$ cat src/rtl/sram_ctrl_pkg.sv
// Shared defaults, the command record and sizing helpers for the 1rw SRAM request controller.
// The optional SRAM_CTRL_PERF_CNT_EN build adds read/write counters in the top.
package sram_ctrl_pkg;

  localparam int DEF_DATA_WIDTH = 32;
  localparam int DEF_ADDR_WIDTH = 7;
  localparam int DEF_RD_LAT     = 2;
  localparam int DEF_RSP_DEPTH  = 4;

  // Command record at the default macro geometry (32x128).
  typedef struct packed {
    logic                      we;
    logic [DEF_ADDR_WIDTH-1:0] addr;
    logic [DEF_DATA_WIDTH-1:0] wdata;
  } sram_cmd_t;

  // Width of a counter that must hold the values 0..depth inclusive.
  function automatic int cnt_width(input int depth);
    return $clog2(depth + 1);
  endfunction

endpackage

$ cat src/rtl/sram_rsp_fifo.sv
// Show-ahead response FIFO: the head entry is visible whenever count_o is non-zero.
// Pointers wrap modulo DEPTH, so any depth (not only powers of two) is supported.
module sram_rsp_fifo
  import sram_ctrl_pkg::*;
#(
  parameter int DEPTH = DEF_RSP_DEPTH,
  parameter int WIDTH = DEF_DATA_WIDTH,
  parameter int CW    = cnt_width(DEPTH)
) (
  input  logic             clk_i,
  input  logic             rst_i,
  input  logic             push_i,
  input  logic [WIDTH-1:0] push_data_i,
  input  logic             pop_i,
  output logic [WIDTH-1:0] head_o,
  output logic [CW-1:0]    count_o
);

  localparam int PW = (DEPTH > 1) ? $clog2(DEPTH) : 1;

  logic [WIDTH-1:0] mem_q [DEPTH];
  logic [PW-1:0]    wr_ptr_q, wr_ptr_d;
  logic [PW-1:0]    rd_ptr_q, rd_ptr_d;
  logic [CW-1:0]    count_q, count_d;
  logic             full, empty, do_push, do_pop;

  function automatic logic [PW-1:0] next_ptr(input logic [PW-1:0] ptr);
    return (ptr == PW'(DEPTH - 1)) ? '0 : ptr + 1'b1;
  endfunction

  assign full    = (count_q == CW'(DEPTH));
  assign empty   = (count_q == '0);
  assign do_push = push_i & ~full;
  assign do_pop  = pop_i & ~empty;

  always_comb begin
    wr_ptr_d = wr_ptr_q;
    rd_ptr_d = rd_ptr_q;
    count_d  = count_q + CW'(do_push) - CW'(do_pop);
    if (do_push) wr_ptr_d = next_ptr(wr_ptr_q);
    if (do_pop)  rd_ptr_d = next_ptr(rd_ptr_q);
  end

  // NOTE: sequential state uses non-blocking assignments so every register samples pre-edge values.
  always_ff @(posedge clk_i) begin
    if (rst_i) begin
      wr_ptr_q <= '0;
      rd_ptr_q <= '0;
      count_q  <= '0;
    end else begin
      wr_ptr_q <= wr_ptr_d;
      rd_ptr_q <= rd_ptr_d;
      count_q  <= count_d;
    end
  end

  // NOTE: storage is deliberately not reset; count_q alone decides which entries are meaningful.
  always_ff @(posedge clk_i) begin
    if (do_push) mem_q[wr_ptr_q] <= push_data_i;
  end

  assign head_o  = mem_q[rd_ptr_q];
  assign count_o = count_q;

  // Read credits upstream make a push into a full FIFO impossible.
  push_when_full_a : assert property (@(posedge clk_i) disable iff (rst_i) !(push_i && full));

endmodule

$ cat src/rtl/sram_1rw_req_ctrl.sv
// Request controller for a 1rw SRAM macro: registered macro strobes, fixed-latency read capture
// into a credit-protected response FIFO. Define SRAM_CTRL_PERF_CNT_EN to add rd_cnt/wr_cnt.
module sram_1rw_req_ctrl
  import sram_ctrl_pkg::*;
#(
  parameter int DATA_WIDTH = DEF_DATA_WIDTH,
  parameter int ADDR_WIDTH = DEF_ADDR_WIDTH,
  parameter int RD_LAT     = DEF_RD_LAT,
  parameter int RSP_DEPTH  = DEF_RSP_DEPTH
) (
  input  logic                  clk0,
  input  logic                  rst0,
  input  logic                  cmd_valid,
  output logic                  cmd_ready,
  input  logic                  cmd_we,
  input  logic [ADDR_WIDTH-1:0] cmd_addr,
  input  logic [DATA_WIDTH-1:0] cmd_wdata,
  output logic                  rsp_valid,
  input  logic                  rsp_ready,
  output logic [DATA_WIDTH-1:0] rsp_rdata,
  output logic                  csb0,
  output logic                  web0,
  output logic [ADDR_WIDTH-1:0] addr0,
  output logic [DATA_WIDTH-1:0] din0,
  input  logic [DATA_WIDTH-1:0] dout0,
  output logic                  busy
`ifdef SRAM_CTRL_PERF_CNT_EN
  ,
  output logic [31:0]           rd_cnt,
  output logic [31:0]           wr_cnt
`endif
);

  localparam int CW = cnt_width(RSP_DEPTH);

  logic                  csb0_q, csb0_d;
  logic                  web0_q, web0_d;
  logic [ADDR_WIDTH-1:0] addr0_q, addr0_d;
  logic [DATA_WIDTH-1:0] din0_q, din0_d;
  logic [RD_LAT-1:0]     rd_pipe_q, rd_pipe_d;
  logic [CW-1:0]         rd_inflight, fifo_count;
  logic [CW:0]           credit_used;
  logic [DATA_WIDTH-1:0] fifo_head;
  logic                  accept, fifo_pop;

  // Every accepted command reserves a slot: reads in flight plus stored responses never exceed depth.
  always_comb begin
    rd_inflight = '0;
    for (int i = 0; i < RD_LAT; i++) rd_inflight = rd_inflight + CW'(rd_pipe_q[i]);
  end

  assign credit_used = {1'b0, rd_inflight} + {1'b0, fifo_count};
  assign cmd_ready   = ~rst0 && (credit_used < (CW+1)'(RSP_DEPTH));
  assign accept      = cmd_valid & cmd_ready;

  always_comb begin
    csb0_d       = ~accept;
    web0_d       = accept ? ~cmd_we : 1'b1;
    addr0_d      = accept ? cmd_addr : addr0_q;
    din0_d       = (accept && cmd_we) ? cmd_wdata : din0_q;
    rd_pipe_d    = '0;
    rd_pipe_d[0] = accept & ~cmd_we;
    for (int i = 1; i < RD_LAT; i++) rd_pipe_d[i] = rd_pipe_q[i-1];
  end

  always_ff @(posedge clk0) begin
    if (rst0) begin
      csb0_q    <= 1'b1;
      web0_q    <= 1'b1;
      addr0_q   <= '0;
      din0_q    <= '0;
      rd_pipe_q <= '0;
    end else begin
      csb0_q    <= csb0_d;
      web0_q    <= web0_d;
      addr0_q   <= addr0_d;
      din0_q    <= din0_d;
      rd_pipe_q <= rd_pipe_d;
    end
  end

  assign csb0  = csb0_q;
  assign web0  = web0_q;
  assign addr0 = addr0_q;
  assign din0  = din0_q;

  // The oldest pipeline stage marks the edge at which dout0 holds that read's data.
  sram_rsp_fifo #(
    .DEPTH(RSP_DEPTH),
    .WIDTH(DATA_WIDTH),
    .CW   (CW)
  ) u_rsp_fifo (
    .clk_i      (clk0),
    .rst_i      (rst0),
    .push_i     (rd_pipe_q[RD_LAT-1]),
    .push_data_i(dout0),
    .pop_i      (fifo_pop),
    .head_o     (fifo_head),
    .count_o    (fifo_count)
  );

  assign rsp_valid = (fifo_count != '0);
  assign rsp_rdata = rsp_valid ? fifo_head : '0;
  assign fifo_pop  = rsp_valid & rsp_ready;
  assign busy      = ~csb0_q | (rd_inflight != '0) | (fifo_count != '0);

`ifdef SRAM_CTRL_PERF_CNT_EN
  logic [31:0] rd_cnt_q, wr_cnt_q;

  always_ff @(posedge clk0) begin
    if (rst0) begin
      rd_cnt_q <= '0;
      wr_cnt_q <= '0;
    end else begin
      rd_cnt_q <= rd_cnt_q + 32'(accept & ~cmd_we);
      wr_cnt_q <= wr_cnt_q + 32'(accept & cmd_we);
    end
  end

  assign rd_cnt = rd_cnt_q;
  assign wr_cnt = wr_cnt_q;
`endif

endmodule

$ cat config.mk
export PLATFORM = sky130hd
export DESIGN_NAME = sram_1rw_req_ctrl
export DESIGN_NICKNAME = d
export VERILOG_FILES = /design/src/rtl/sram_ctrl_pkg.sv /design/src/rtl/sram_rsp_fifo.sv /design/src/rtl/sram_1rw_req_ctrl.sv
export SDC_FILE = /design/constraint.sdc
export NUM_CORES = 1
export LEC_CHECK = 0
export CORE_ASPECT_RATIO = 1.2
export CORE_UTILIZATION = 49
export DETAILED_ROUTE_END_ITERATION = 12
export PLACE_DENSITY = 0.77
export SYNTH_ARGS = -nofsm -noshare
export SYNTH_HDL_FRONTEND = slang
export SYNTH_HIERARCHICAL = 1
export SYNTH_SLANG_ARGS = --single-unit
$ cat constraint.sdc
create_clock -name clk0 -period 3.7 [get_ports clk0]
set_input_delay 0.74 -clock clk0 [delete_from_list [all_inputs] [get_ports clk0]]
set_output_delay 0.74 -clock clk0 [all_outputs]
set_load 0.01 [all_outputs]
==> run_results.csv, run 1 <==
group,metric,value,unit
clocking,h-tree-depth,4,
grt,grt.total_usage,0.199,
critical_path,critPathCaptureType,"output pin",
timing,fin_setup_tns,0,ns
critical_path,critical_path.cell_chain,"nor3_2 > buf_12 > nor2b_1 > clkdlybuf4s50_1",
synth,syn_area_per_cell,17.4,µm²
clocking,cts_buffer_depth,2,
synth,synth.net_count,492,
floorplan,die_y,134,µm
timing,fin_skew,0.0114,ns
critical_path,crit_type,"reg2out",
critical_path,critPathLaunchType,"flop",
power_and_ir_drop,switching_share,0.207,
critical_path,cp_slowest_cell,"nor3_2",
hold_path,hold_path_end,"rd_pipe_q[1]",
critical_path,worstReg2RegStart,"u_rsp_fifo/count_o[2]",
clocking,cts_tree,"built",
placement,dpl.hpwl,9070,µm
power_and_ir_drop,clockPowerShare,0.400,
drt,routed_wl,13800,µm
floorplan,io_pins,152,
critical_path,worstPathArrival,2.33,ns
power_and_ir_drop,power_frac_comb,0.084,
power_and_ir_drop,ir_drop,0.000274,V
clocking,numCtsBuffers,17,
finish,diodes,0,
hold_path,hold_class,"reg2reg",
power_and_ir_drop,p_per_area,461,mW/mm²
timing,min_period,3.07,ns
finish,register_area,0.00489,mm²
grt,grt_pass1_wl,22200,µm
drt,vias,3943,
floorplan,die-width,112,µm
critical_path,reg2regPathDepth,9,
critical_path,critPathRequiredTime,2.96,ns
floorplan,start_util,0.508,
clocking,cts_post_setup_buffers_inserted,0,
finish,final_cell_mix,"clkdlybuf4s50_1, edfxtp_1, nor2b_1, dfxtp_1, mux4_2",
floorplan,rows,47,
finish,fillerInstances,950,
outcome,status,"finished with violations",
finish,layout_commonest_cell,"clkdlybuf4s50_1",
synth,ys_types,34,
critical_path,path_delay_family,"buffers and inverters",
drt,drt-wirelength-per-cell,18.5,µm
run,drv_cap,0,
finish,fin_area,0.00931,mm²
synth,ys_async_sr_fraction,0,
floorplan,dieArea,0.0149,mm²
outcome,violations,"DRC",
timing,fmax,325,MHz
grt,antenna_found_initial,0,
critical_path,r2r_slack,1.12,ns
power_and_ir_drop,p_sw,0.000887,W
drt,via_per_inst,5.27,
floorplan,core,0.0139,mm²
critical_path,critPathMaxFanout,30,
timing,worst_hold_slack,0.471,ns
critical_path,cp.depth,4,
clocking,holdBufCountCts,0,
timing,setup_violations,0,
synth,seq_area_frac_synth,0.690,
finish,drive_gt1_frac,0.185,
timing,finalCritPeriodShare,0.831,
critical_path,r2r_end,"u_rsp_fifo/count_o[2]",
finish,nets,651,
clocking,cts_sinks,180,
placement,placed_cell_area,0.00875,mm²
grt,grt_pass1_vias,4406,
drt,ant_nets,0,
synth,synthTopCellsByArea,"edfxtp_1, dfxtp_1, mux4_2",
timing,slew_violations,0,
finish,syn_to_final_growth,31.4,%
placement,place.port_buffers,151,
clocking,root_buffer,"clkbuf_16",
synth,netlist.area_leader.share,0.543,
synth,yosysWarnings,6,
synth,synth.ff_latch_count,180,
hold_path,hold_path_depth,2,
power_and_ir_drop,leakage,3.14,nW
drt,drt_pre_antenna_iters,8,
placement,gp_congestion,0.745,
critical_path,cp_num_buf_inv,2,
synth,synthCells,406,
synth,synth-edff-count,128,
drt,drc_errors,10,
synth,synth_top_area_cell,"edfxtp_1",
hold_path,hp-start,"rd_pipe_q[0]",
timing,worstMarginPinSlew,0.908,ns
power_and_ir_drop,intPower,0.00341,W
grt,grt_max_degree,43,
timing,hold_viol_final,0,
synth,synth_ff_type,"edfxtp_1",
power_and_ir_drop,seqPwrFrac,0.517,
synth,netlist_area,0.00708,mm²
clocking,clock_latency,0.42,ns
critical_path,cp_slowest_stage_delay,0.62,ns
clocking,cts_resized,0,
timing,rsz0062_at_grt,"no",
clocking,path_clk_slew,0.06,ns
timing,slew_headroom,0.395,
drt,drt_iter0_drc,167,
finish,multi_input_area,0.00203,mm²
grt,grt_overflow,0,
## power by group through the flow
stage | combinational (W) | clock, W | sequential [W]
6_report | 0.000359 | 0.00172 | 0.00222
5_1_grt | 0.000385 | 0.00185 | 0.00222
4_1_cts | 0.000364 | 0.00176 | 0.00222
3_5_place_dp | 0.000361 | 0 | 0.00226
3_3_place_gp | 0.000352 | 0 | 0.00226
2_1_floorplan | 0.000120 | 0 | 0.00227
## area by class of cell
type | count | share of cell area
clock buffers | 19 | 0.0465
clock inverters | 12 | 0.0138
inverters | 9 | 0.00363
multi-input cells | 199 | 0.218
flip-flops and latches | 180 | 0.525
well taps | 171 | 0.0230
repair buffers | 158 | 0.171
## kinds of logic after synthesis
family                     Yosys count  synth area share
DFF                                180             0.690
and+or+nand+nor                    106            0.0922
muxes                               66             0.155
buffers and inverters               27            0.0260
AOI/OAI and AO/OA                   14            0.0145
adders and majority gates           10            0.0187
xor gates and xnor gates             3           0.00371
## routing by layer
layer,GRT usage,share of wire,up-vias
met1,0.220,0.39,1947
met2,0.346,0.51,156
met5,0,0,-
met3,0.0796,0.089,6
met4,0.0676,0.0060,0
li1,-,-,1834
## registers in the layout (all words and copies together), names as in the netlist, named ones only
name	flops
din0	32
u_rsp_fifo/count_o	3
u_rsp_fifo/wr_ptr_q	2
u_rsp_fifo/mem_q	128
addr0	7
csb0	1
u_rsp_fifo/rd_ptr_q	2
rd_pipe_q	2
web0	1
## synthesized netlist by cell type, types with 2 or more instances
cell	count
nand3_1	9
buf_2	3
ha_1	9
buf_12	3
buf_6	4
dfxtp_1	52
xnor2_1	3
o21ai_0	7
clkbuf_1	8
a21oi_1	4
nor3_1	2
mux2_1	3
mux2i_1	2
edfxtp_1	128
nor2_1	8
nand2b_1	8
mux2_2	29
mux4_2	32
inv_1	9
nor2b_1	66
and2_1	4
## metrics by stage
stage,setup WS (ns),instances,power [W],utilization
finish,0.626,748,0.00429,0.668
global route,0.481,748,0.00445,0.668
CTS,0.545,748,0.00434,0.668
detailed placement,0.673,717,0.00262,0.628
global placement,0.734,717,0.00261,0.628
floorplan,1.38,406,0.00239,-
## worst register-to-register path, delay by kind of cell, from the launching register on
family / cells / cell delay [ns]
and+or+nand+nor: 3 / 0.87
adders and majority gates: 2 / 0.59
DFF: 1 / 0.45
xor gates and xnor gates: 3 / 0.43
AOI/OAI and AO/OA: 1 / 0.13
## worst max-delay path by stage
stage / from / to / slack, ns
after floorplan: u_rsp_fifo/count_o[2] / u_rsp_fifo/count_o[2] / 1.38
after global placement: rst0 / din0[30] / 0.73
after detailed placement: rst0 / din0[22] / 0.67
after CTS: u_rsp_fifo/count_o[2] / rsp_rdata[27] / 0.55
after global routing: u_rsp_fifo/count_o[2] / rsp_rdata[31] / 0.48
final: u_rsp_fifo/count_o[2] / rsp_rdata[26] / 0.63
Note: power is estimated with default switching activity, not from simulation.
==> run 2, diff against run 1 <==
==> constraint.sdc (replaced) <==
create_clock -name clk0 -period 2.95 [get_ports clk0]
set_input_delay 0.59 -clock clk0 [delete_from_list [all_inputs] [get_ports clk0]]
set_output_delay 0.59 -clock clk0 [all_outputs]
set_load 0.01 [all_outputs]
==> run_results.csv, run 2 (same netlist as run 1, synthesis figures left out) <==
group,metric,value,unit
timing,fmax,352,MHz
finish,drive_gt1_frac,0.201,
power_and_ir_drop,p_per_area,587,mW/mm²
power_and_ir_drop,ir_drop,0.000334,V
critical_path,reg2regPathDepth,9,
finish,diodes,0,
power_and_ir_drop,power_frac_comb,0.082,
timing,hold_viol_final,0,
timing,layout_setup_ws,0.113,ns
placement,placed_cell_area,0.00877,mm²
timing,finalCritPeriodShare,0.962,
clocking,root_buffer,"clkbuf_16",
critical_path,critPathMaxFanout,15,
critical_path,r2r_end,"u_rsp_fifo/count_o[2]",
grt,grt_max_degree,51,
timing,slew_violations,0,
drt,ant_nets,0,
grt,grt_pass1_vias,4304,
power_and_ir_drop,seqPwrFrac,0.504,
hold_path,hold_path_depth,2,
grt,antenna_found_initial,0,
power_and_ir_drop,switching_share,0.209,
floorplan,io_pins,152,
placement,dp_slack,0.270,ns
drt,via_per_inst,5.27,
clocking,path_clk_slew,0.06,ns
finish,nets,655,
critical_path,critPathRequiredTime,2.36,ns
grt,grt_pass1_wl,22100,µm
drt,routed_wl,14000,µm
outcome,status,"finished with violations",
clocking,clock_latency,0.43,ns
clocking,cts_tree,"built",
clocking,cts_post_setup_buffers_inserted,0,
finish,final_cell_mix,"clkdlybuf4s50_1, edfxtp_1, nor2b_1, dfxtp_1, mux4_2",
timing,rsz0062_at_grt,"no",
drt,drt_pre_antenna_iters,9,
timing,setup_violations,0,
floorplan,die_y,134,µm
finish,top_register,"u_rsp_fifo/mem_q",
grt,grt_overflow,0,
placement,place.port_buffers,151,
timing,fin_skew,0.00970,ns
timing,min_period,2.84,ns
run,drv_cap,0,
critical_path,critPathCaptureType,"output pin",
critical_path,r2r_slack,0.58,ns
clocking,numCtsBuffers,17,
drt,drc_errors,12,
hold_path,hold_path_end,"rd_pipe_q[1]",
power_and_ir_drop,intPower,0.00437,W
critical_path,critical_path.cell_chain,"buf_12 > mux4_2 > nor2b_1 > clkdlybuf4s50_1",
placement,dpl.hpwl,8920,µm
finish,layout_commonest_cell,"clkdlybuf4s50_1",
timing,worstMarginPinSlew,0.724,ns
critical_path,crit_type,"reg2out",
floorplan,start_util,0.508,
placement,gp_congestion,0.716,
power_and_ir_drop,clockPowerShare,0.414,
finish,largest_reg_flops,128,
finish,postLayoutCoreUtil,0.675,
timing,slew_headroom,0.516,
drt,vias,3968,
critical_path,worstReg2RegStart,"u_rsp_fifo/count_o[2]",
finish,fin_area,0.00941,mm²
drt,drt-wirelength-per-cell,18.5,µm
timing,fin_setup_tns,0,ns
clocking,cts_buffer_depth,2,
critical_path,cp_slowest_cell,"mux4_2",
hold_path,hold_class,"reg2reg",
grt,grt.total_usage,0.199,
power_and_ir_drop,p_sw,0.00115,W
floorplan,rows,47,
floorplan,dieArea,0.0149,mm²
clocking,cts_sinks,180,
floorplan,die-width,112,µm
floorplan,core,0.0139,mm²
clocking,h-tree-depth,4,
drt,drt_iter0_drc,178,
hold_path,hp-start,"rd_pipe_q[0]",
critical_path,worstPathArrival,2.25,ns
finish,syn_to_final_growth,32.8,%
critical_path,cp_slowest_stage_delay,0.54,ns
outcome,violations,"DRC",
critical_path,critPathLaunchType,"flop",
power_and_ir_drop,leakage,3.20,nW
clocking,holdBufCountCts,0,
==> run 2: timing repair <==
action | CTS | global route
resized for setup | 1 | 3
gates cloned | 1 | 0
endpoints found under the setup margin | 3 | 14
pin swaps | 0 | 0
==> run 2: worst max path at each step <==
| stage | depth (start not counted) | slack [ns] | endpoint |
|---|---|---|---|
| floorplan | 9 | 0.63 | u_rsp_fifo/count_o[2] |
| CTS | 4 | 0.03 | rsp_rdata[8] |
| global placement | 3 | 0.35 | cmd_ready |
| finish | 4 | 0.11 | rsp_rdata[24] |
| global route | 4 | 0.006 | rsp_rdata[23] |
| detailed placement | 9 | 0.27 | u_rsp_fifo/count_o[2] |
==> run 2: cell type report <==
type                            count  area, µm²
Clock inverter                     15        175
Multi-Input combinational cell    199       2030
Fill cell                         953       4530
Sequential cell                   180       4890
Timing Repair Buffer              162       1640
Inverter                            9       33.8
Tap cell                          171        214
Clock buffer                       17        425
==> run 2: worst max-delay path, delay by kind of cell (launching register included) <==
kind                   cells  cell delay (ns)
flip-flops                 1             0.43
buffers and inverters      2             0.69
multiplexers               1             0.54
AND/OR/NAND/NOR            1             0.15
==> run 2: power groups by stage <==
| stage | Clock [W] | Sequential [W] | Combinational (W) |
|---|---|---|---|
| after floorplan | 0 | 0.00285 | 0.000151 |
| after global placement | 0 | 0.00284 | 0.000443 |
| after detailed placement | 0 | 0.00284 | 0.000453 |
| after CTS | 0.00233 | 0.00278 | 0.000458 |
| after global routing | 0.00243 | 0.00279 | 0.000485 |
| final | 0.00229 | 0.00278 | 0.000451 |
==> run 2: routing by layer <==
layer,GRT usage,vias to the layer above,routed length [µm]
li1,-,1842,-
met1,0.222,1940,5290
met2,0.336,164,6970
met3,0.0869,22,1410
met4,0.0788,0,276
met5,0,-,0
==> run 2: metrics by stage <==
step / hold WS, ns / power (W) / instances
finish: 0.471 / 0.00552 / 753
global route: 0.511 / 0.00570 / 753
CTS: 0.470 / 0.00557 / 753
detailed placement: 0.461 / 0.00329 / 720
global placement: 0.460 / 0.00328 / 720
floorplan: 0.438 / 0.00300 / 406
==> run 3, diff against run 2 <==
--- a/config.mk
+++ b/config.mk
@@ -6,6 +6,7 @@
 export NUM_CORES = 1
 export LEC_CHECK = 0
 export CORE_ASPECT_RATIO = 1.2
+export CORE_MARGIN = 2
 export CORE_UTILIZATION = 49
 export DETAILED_ROUTE_END_ITERATION = 12
 export PLACE_DENSITY = 0.77
==> run_results.csv, run 3 (same netlist as run 1, synthesis figures left out) <==
group,metric,value,unit
power_and_ir_drop,leakage,3.21,nW
floorplan,io_pins,152,
floorplan,core,0.0142,mm²
clocking,cts_buffer_depth,2,
drt,wl_met2,6890,µm
finish,instances_no_fill,760,
critical_path,worstPathArrival,2.25,ns
placement,placed_cell_area,0.00882,mm²
clocking,numCtsBuffers,17,
critical_path,crit_type,"reg2out",
power_and_ir_drop,power_frac_comb,0.082,
clocking,cts_sinks,180,
timing,slew_violations,0,
drt,routed_wl,13800,µm
clocking,cts_tree,"built",
drt,drt-wirelength-per-cell,18.2,µm
timing,worst_hold_slack,0.474,ns
grt,grt.total_usage,0.191,
drt,route.layer.met1.wl,5500,µm
grt,grt_pass1_vias,4399,
critical_path,critPathCaptureType,"output pin",
hold_path,hold_class,"reg2reg",
placement,dp.cells,728,
timing,fmax,352,MHz
critical_path,cp_slowest_stage_delay,0.53,ns
floorplan,die_y,136,µm
power_and_ir_drop,seqPwrFrac,0.507,
grt,grt_max_degree,42,
timing,min_period,2.84,ns
power_and_ir_drop,p_sw,0.00113,W
placement,place.port_buffers,151,
critical_path,critical_path.cell_chain,"buf_12 > mux4_2 > nor2b_1 > clkdlybuf4s50_1",
drt,drt_iter0_drc,225,
finish,fin_area,0.00941,mm²
clocking,root_buffer,"clkbuf_16",
drt,drt_pre_antenna_iters,4,
critical_path,critPathLaunchType,"flop",
timing,fin_skew,0.00629,ns
critical_path,path_delay_family,"buffers and inverters",
finish,largest_reg_flops,128,
critical_path,cp_slowest_cell,"mux4_2",
drt,routed.top_layer,"met4",
finish,final_cell_mix,"clkdlybuf4s50_1, edfxtp_1, nor2b_1, dfxtp_1, mux4_2",
drt,vias,3975,
finish,drive_gt1_frac,0.200,
floorplan,die-width,114,µm
drt,drc_errors,0,
floorplan,dieArea,0.0154,mm²
clocking,path_clk_slew,0.06,ns
outcome,status,"complete, no violations",
clocking,holdBufCountCts,0,
finish,top_register,"u_rsp_fifo/mem_q",
drt,ant_nets,0,
clocking,clock_latency,0.42,ns
finish,syn_to_final_growth,32.9,%
power_and_ir_drop,switching_share,0.206,
finish,layout_commonest_cell,"clkdlybuf4s50_1",
grt,grt_overflow,0,
timing,slew_headroom,0.669,
timing,worstMarginPinSlew,0.497,ns
power_and_ir_drop,intPower,0.00435,W
floorplan,start_util,0.498,
timing,rsz0062_at_grt,"no",
floorplan,rows,48,
power_and_ir_drop,p_per_area,582,mW/mm²
drt,wl_met3,1270,µm
grt,grt_pass1_wl,22200,µm
placement,gp_congestion,0.702,
finish,fillerInstances,1010,
clocking,h-tree-depth,4,
critical_path,critPathRequiredTime,2.36,ns
finish,nets,658,
timing,setup_violations,0,
run,drv_cap,0,
power_and_ir_drop,clockPowerShare,0.410,
timing,hold_viol_final,0,
critical_path,critPathMaxFanout,19,
critical_path,cp_num_buf_inv,2,
timing,finalCritPeriodShare,0.962,
finish,diodes,0,
power_and_ir_drop,ir_drop,0.000346,V
grt,antenna_found_initial,0,
placement,dpl.hpwl,9280,µm
timing,fin_setup_tns,0,ns
drt,via_per_inst,5.23,
-- run 3: worst paths after layout --
kind | from | end | slack [ns] | cells after the start
worst min register to register | rd_pipe_q[0] | rd_pipe_q[1] | 0.47 | 2
worst max register to register | u_rsp_fifo/count_o[2] | u_rsp_fifo/count_o[2] | 0.67 | 9
worst max-delay path | flop | rsp_rdata[3] | 0.11 | 4
worst min-delay path | rd_pipe_q[0] | rd_pipe_q[1] | 0.47 | 2
-- run 3: area by class of cell --
class	instances	area (µm²)	area share
clock buffer	17	425	0.0452
clock inverter	15	163	0.0173
inverter	9	33.8	0.00359
multi-input combinational	199	2030	0.215
sequential	180	4890	0.519
tap	175	219	0.0233
timing repair buffer	165	1660	0.176
-- run 3: tightest hold or removal path: stages (launching register included) --
cell and delay, ns:
dfxtp_1 0.31, inv_1 0.07, nor2_1 0.05
-- run 3: what timing repair did --
action / CTS / global route
buffers inserted: 0 / 0
endpoints found under the setup margin: 2 / 1
pin swaps: 0 / 0
resized for setup: 1 / 1
-- run 3: power by group through the flow --
stage	sequential, W	combinational [W]	clock, W
6_report	0.00278	0.000451	0.00225
5_1_grt	0.00279	0.000487	0.00239
4_1_cts	0.00278	0.000458	0.00229
3_5_place_dp	0.00284	0.000454	0
3_3_place_gp	0.00283	0.000443	0
2_1_floorplan	0.00285	0.000151	0
-- run 3: routing by layer --
layer	vias up	track usage
met2	155	0.321
met5	-	0
met3	14	0.0747
met4	0	0.0711
met1	1955	0.223
li1	1851	-
-- run 3: per-stage QoR --
step,utilization,setup WS [ns],total power [W]
after global placement,0.620,0.373,0.00328
after CTS,0.661,0.0645,0.00553
after detailed placement,0.620,0.337,0.00329
after global routing,0.661,0.00521,0.00566
after floorplan,-,0.634,0.00300
final,0.661,0.113,0.00548
